**config.mk**
```make
export PLATFORM = sky130hd
export DESIGN_NAME = sort_controller
export DESIGN_NICKNAME = d
export VERILOG_FILES = /design/src/rtl/sort_controller.sv
export SDC_FILE = /design/constraint.sdc
export NUM_CORES = 1
export LEC_CHECK = 0
export ABC_CLOCK_PERIOD_IN_PS = 1800
export BUFFER_PORTS_ARGS = -buffer_cell sky130_fd_sc_hd__buf_2
export CAP_MARGIN = 10
export CORE_AREA = 2 2 39 41
export CTS_CLUSTER_SIZE = 12
export DETAILED_ROUTE_END_ITERATION = 7
export DIE_AREA = 0 0 41 43
export PLACE_DENSITY = 0.67
export SYNTH_ARGS = -nofsm -noshare
export SYNTH_HDL_FRONTEND = slang
export SYNTH_SLANG_ARGS = --single-unit
```
**constraint.sdc**
```tcl
create_clock -name clk -period 1.8 [get_ports clk]
set_input_delay 0.09 -clock clk [delete_from_list [all_inputs] [get_ports clk]]
set_output_delay 0.09 -clock clk [all_outputs]
set_load 0.02 [all_outputs]
```
**src/rtl/sort_controller.sv**
```systemverilog
// Control FSM for an in-place exchange sort over an 8-entry RAM datapath.
// Drives the RAM, operand-register and i/j counter controls from decoded state.
module sort_controller #(
  parameter int N = 8
) (
  input  logic clk,
  input  logic rst,
  input  logic Start,
  input  logic LoadWr,
  input  logic RdReq,
  input  logic AgtB,
  input  logic zi,
  input  logic zj,
  output logic EA,
  output logic EB,
  output logic WR,
  output logic Li,
  output logic Lj,
  output logic Ei,
  output logic Ej,
  output logic Csel,
  output logic Bout,
  output logic s,
  output logic Rd,
  output logic Busy,
  output logic Done
);

  typedef enum logic [3:0] {
    IDLE,
    LOAD_A,
    LOAD_B,
    CMP,
    WR_J,
    WR_I,
    RELOAD_A,
    NEXT_J,
    NEXT_I,
    DONE
  } state_t;

  state_t state;
  state_t state_next;

  // NOTE: the state register uses non-blocking assignments and an async reset;
  // every other signal in this block is combinational decode of state.
  always_ff @(posedge clk or negedge rst) begin
    if (!rst) state <= IDLE;
    else      state <= state_next;
  end

  // NOTE: every output and state_next gets a default first so that no path
  // through the case statement can infer a latch.
  always_comb begin
    state_next = state;
    EA   = 1'b0;
    EB   = 1'b0;
    WR   = 1'b0;
    Li   = 1'b0;
    Lj   = 1'b0;
    Ei   = 1'b0;
    Ej   = 1'b0;
    Csel = 1'b0;
    Bout = 1'b0;
    s    = 1'b0;
    Rd   = 1'b0;
    Busy = 1'b1;
    Done = 1'b0;

    case (state)
      IDLE: begin
        Busy = 1'b0;
        Li   = 1'b1;
        WR   = LoadWr;
        Rd   = RdReq;
        if (Start) state_next = LOAD_A;
      end
      LOAD_A: begin
        s          = 1'b1;
        EA         = 1'b1;
        Lj         = 1'b1;
        state_next = LOAD_B;
      end
      LOAD_B: begin
        s          = 1'b1;
        Csel       = 1'b1;
        EB         = 1'b1;
        state_next = CMP;
      end
      CMP: begin
        s          = 1'b1;
        // Strict greater-than keeps equal keys in place.
        state_next = AgtB ? WR_J : NEXT_J;
      end
      WR_J: begin
        s          = 1'b1;
        Csel       = 1'b1;
        WR         = 1'b1;
        state_next = WR_I;
      end
      WR_I: begin
        s          = 1'b1;
        Bout       = 1'b1;
        WR         = 1'b1;
        state_next = RELOAD_A;
      end
      RELOAD_A: begin
        // A must hold the new, smaller value at address i after the swap.
        s          = 1'b1;
        EA         = 1'b1;
        state_next = NEXT_J;
      end
      NEXT_J: begin
        s = 1'b1;
        if (zj) begin
          state_next = NEXT_I;
        end else begin
          Ej         = 1'b1;
          state_next = LOAD_B;
        end
      end
      NEXT_I: begin
        s = 1'b1;
        if (zi) begin
          state_next = DONE;
        end else begin
          Ei         = 1'b1;
          state_next = LOAD_A;
        end
      end
      DONE: begin
        Busy = 1'b0;
        Done = 1'b1;
        Rd   = RdReq;
        // Waiting for Start to drop prevents a held request from re-sorting.
        if (!Start) state_next = IDLE;
      end
      default: begin
        state_next = IDLE;
      end
    endcase

    // External strobes pass through only while reset is released.
    if (!rst) begin
      WR = 1'b0;
      Rd = 1'b0;
    end
  end

endmodule

```
== After elaboration in Yosys (flattened, before gate mapping) ==
Cells that the tools add are included.

* Latch bits: 0
* Bits in read-only memories: 0
* Output and inout bits: 13
* Bits in writable memories: 0
* Memories kept: 0
* Input port bits: 8
* Register bits after elaboration: 4
* Word-level logic and storage cells: 42

* Multipliers: 0
* Multiplexer cells: 23
* $lt $le $gt $ge: 0
* Bitwise logic cells: 0
* Eq/ne operators: 11
* Shift operators: 0
* Reductions and logical operators: 7
* Add/sub/neg operators: 0
* Div/mod/pow operators: 0

{| class="wikitable"
|+ Operators with widths
! cell !! number
|-
| $pmux W4 S10 || 1
|-
| $eq A4 B3 Y1 const B || 4
|-
| $mux W1 || 16
|-
| $mux W4 || 4
|-
| $eq A4 B2 Y1 const B || 2
|-
| $eq A4 B4 Y1 const B || 2
|-
| $reduce_or A2 Y1 || 4
|-
| $reduce_or A8 Y1 || 1
|-
| $eq A4 B1 Y1 const B || 1
|-
| $logic_not A4 Y1 || 1
|-
| $ne A2 B2 Y1 const B || 2
|-
| $mux W2 || 1
|-
| $pmux W1 S2 || 1
|-
| $reduce_and A2 Y1 || 1
|}

== Depth between registers and ports, before layout ==
* Depth in word-level cells: 4
* Gate-level depth with buffers: 4
* Mapped depth without buffers: 3

== Worst setup path before layout ==
Ideal clock, no wire load.

* Kind: register to output
* From: reg state[2]
* To: out s
* Slack: 0.163 ns
* Cell stages (with the launch flop): 4
* Arrival time: 1.547 ns
* Required time: 1.710 ns
* Buffers on the path: 1
* Cells stage by stage: dfrtp_1 > buf_6 > nor4_1 > nor2_1

* Cells in the longest elaborated chain, start to end: 3
* Elaborated cells between the ends (all ways): 10
* Classes of those cells: eq/ne (8); mux (1); reduce/logical (1)

{| class="wikitable"
|+ Ends and longest elaborated chain
! what !! line !! RTL
|-
| from (decl) || 42 || <nowiki>state_t state;</nowiki>
|-
| from (signal assigned) || 49 || <nowiki>else state <= state_next;</nowiki>
|-
| $eq A4 B4 Y1 (tied with other cells) || 70 || <nowiki>case (state)</nowiki>
|-
| $reduce_or A8 Y1 (no source line) (*) || - ||
|-
| $mux W1 (*) || 70 ||
|-
| to (decl) || 23 || <nowiki>output logic s,</nowiki>
|}

Every way passes the cells marked *; elsewhere a longest branch is shown, timed or not.

== Worst setup path after layout ==
* From: reg state[0]
* To: out WR

* Cells in the longest elaborated chain, start to end: 4
* Elaborated cells between the ends (all ways): 6
* Classes of those cells: eq/ne (2); mux (2); reduce/logical (2)

{| class="wikitable"
|+ Ends and longest elaborated chain
! what !! line !! RTL
|-
| $eq A4 B3 Y1 || 70 ||
|-
| $reduce_or A2 Y1 (no source line) || - ||
|-
| $pmux W1 S2 (*) || 70 ||
|-
| $mux W1 (*) || 144 || <nowiki>if (!rst) begin</nowiki>
|-
| to (decl) || 16 || <nowiki>output logic WR,</nowiki>
|}

Marks and branches as above.

==> results.cfg <==
[outcome]
status = finished, final reports clean

[placed_design]
dp_slack_ns = 0.509
portBuffers = 20
gp_congestion = 0.685
dp_hpwl_um = 637

[sta]
slew_headroom_pct = 68.0
fin_ws_ns = 0.262
maxClockFrequency_mhz = 650
period_minus_slack_ns = 1.54
tightest_slew_ns = 0.479
drv_slew = 0
tns_ns = 0
finalCritPeriodShare_pct = 85.5
rsz0062_at_grt = no
setup_viol = 0
hold_viol = 0
worst_clock_skew_ns = 0.00160

[critical_path]
rr_startpoint = state[2]
cp_max_fo = 15
critical-path-max-stage-delay_ns = 0.53
worst-setup-path-type = flip-flop to primary output
cp-start-kind = flip-flop
crit_arrival_ns = 1.45
startpoint = state[0]
slowest_stage = dfrtp_1
cp_cell_sequence = inv_1 -> a21oi_1 -> nor4b_2 -> buf_2
cp.required_ns = 1.71
cp-end-kind = primary output

[clocking]
clock_latency_ns = 0.23
ctsHtreeMaxLevel = 1
numCtsBuffers = 3
cts.sinks = 4
hold_buffers = 1
clockBufferDepth = 2
post-cts-setup-buffer-count = 0
cts_resized = 0
cts_tree = built
clkTransAtPathRegs_ns = 0.03
cts_root_buffer = clkbuf_4

[job]
cap_violations = 0

[routing]
totalWireLength_um = 884
post_drt_via_cell_ratio = 4.64
first_iter_violations = 4
vias = 399
detail_route.wl_per_cell_um = 10.3
firstDrtPassIters = 2
antenna_left = 0
remaining_drc_errors = 0

[floorplanning]
die_w_um = 41
pin_count = 21
coreArea_sq_um = 1380
die_area_sq_um = 1760
rows = 14
initial_utilization_pct = 28.2
die_height_um = 43

[yosys]
syn_area_per_cell_sq_um = 7.81
ys_ff_latch = 4
synth_area_sq_um = 390
yosysUniqueCellTypes = 23
ys_seq_area_share_pct = 25.6
yosysWarnings = 0
syn-num-nets = 58
synth_cells = 50

[global_route]
grt_usage_pct = 10.1
grt_overflow = 0
antenna_found_initial = 0
grt_max_degree = 16
grt_pass1_wl_um = 1250
grt_pass1_vias = 320

[worst_hold_path]
hp-class = input pin to flip-flop
worstHoldStart = Start

[pwr]
total_power_uw = 920
leakagePower_uw = 0.000235
ir_drop_uv = 601
power.density_nw_per_um2 = 1830

[final_layout]
drive_gt1_share_pct = 35.7
max_flop_register = state
area_delta_synth_final_pct = 28.5
num_antenna_cells = 0
largest_register_ffs = 4
largestRegisters = state (4)
nNetsFinal = 80
path summary, 6_finish.rpt:
| kind | end | slack (ns) | cells after the start |
|---|---|---|---|
| min in group asynchronous | state[2] | 0.23 | 2 |
| max reg2reg | state[3] | 0.57 | 3 |
| max in group asynchronous | state[0] | 1.44 | 2 |
| min reg2reg | state[2] | 0.76 | 1 |
| max | WR | 0.26 | 4 |
| min | state[0] | 0.16 | 3 |
cells in the final DEF, fill, tap and decap left out, drive strengths merged, types with 2 or more instances in the layout:
| master | n |
|---|---|
| a21oi | 2 |
| buf | 20 |
| clkbuf | 3 |
| dfrtp | 4 |
| nand2 | 5 |
| nand2b | 4 |
| nor2 | 9 |
| nor3 | 4 |
| nor4 | 2 |
| nor4b | 2 |
| o21ai | 3 |
| xnor2 | 2 |
through the flow:
stage / std cells / utilization, % / instance area (sq um) / hold slack [ns]
CTS: 86 / 36.3 / 502 / 0.146
finish: 86 / 36.3 / 502 / 0.156
floorplan: 50 / - / 390 / -0.206
global placement: 82 / 33.9 / 469 / -0.0923
detailed placement: 82 / 33.9 / 469 / -0.0901
global route: 86 / 36.3 / 502 / 0.188
cell type report:
class | instances | area, sq um
fillers | 155 | 882
clock buffers | 3 | 22.5
repair buffers | 21 | 110
well taps | 16 | 20.0
multi-input cells | 41 | 245
inverters | 1 | 3.75
flip-flops and latches | 4 | 100
layer usage:
layer	up-vias	track usage (%)	share of wire, %	wire, um
met5	-	0	0	0
met4	0	6.00	0	0
met3	0	1.57	6.6	58
met2	12	15.0	48	422
met1	169	13.0	46	403
li1	218	-	-	-
synthesized netlist by cell type:
master | n | area (sq um)
nand2_1 | 5 | 18.8
nor3_1 | 4 | 20.0
o31a_1 | 1 | 8.76
inv_1 | 1 | 3.75
o211ai_1 | 1 | 7.51
xnor2_1 | 2 | 17.5
buf_6 | 3 | 33.8
nor4b_2 | 1 | 15.0
nor4b_1 | 1 | 8.76
o21ai_0 | 3 | 15.0
nor2_1 | 9 | 33.8
xor2_1 | 1 | 8.76
a21oi_1 | 2 | 10.0
nand4b_1 | 1 | 8.76
a211o_1 | 1 | 8.76
buf_4 | 1 | 7.51
mux2i_1 | 1 | 10.0
nor4_1 | 2 | 12.5
a2bb2oi_1 | 1 | 8.76
dfrtp_1 | 4 | 100
nand2b_2 | 1 | 8.76
nand3_1 | 1 | 5.00
nand2b_1 | 3 | 18.8
kinds of logic (layout without fill, tap and decap cells):
group           count (synthesis)  in the layout  synth area share (%)
simple gates                   28             28                  38.5
flops                           4              4                  25.6
buf+inv                         5             25                  11.5
xor+xnor                        3              3                  6.73
compound gates                  9              9                  15.1
mux                             1              1                  2.56
critical path, delay by kind of cell (launching register included):
kind                   cells  cell delay, ns
buffers and inverters      2            0.38
AND/OR/NAND/NOR            1            0.22
AO/OA/AOI/OAI              1            0.09
flip-flops                 1            0.53
where the power goes:
part	total, uW	internal (uW)	switching, uW
Combinational	520	226	293
Sequential	294	131	163
Clock	106	74.2	31.9
Total	920	432	488
(Power assumes the default switching activity.)
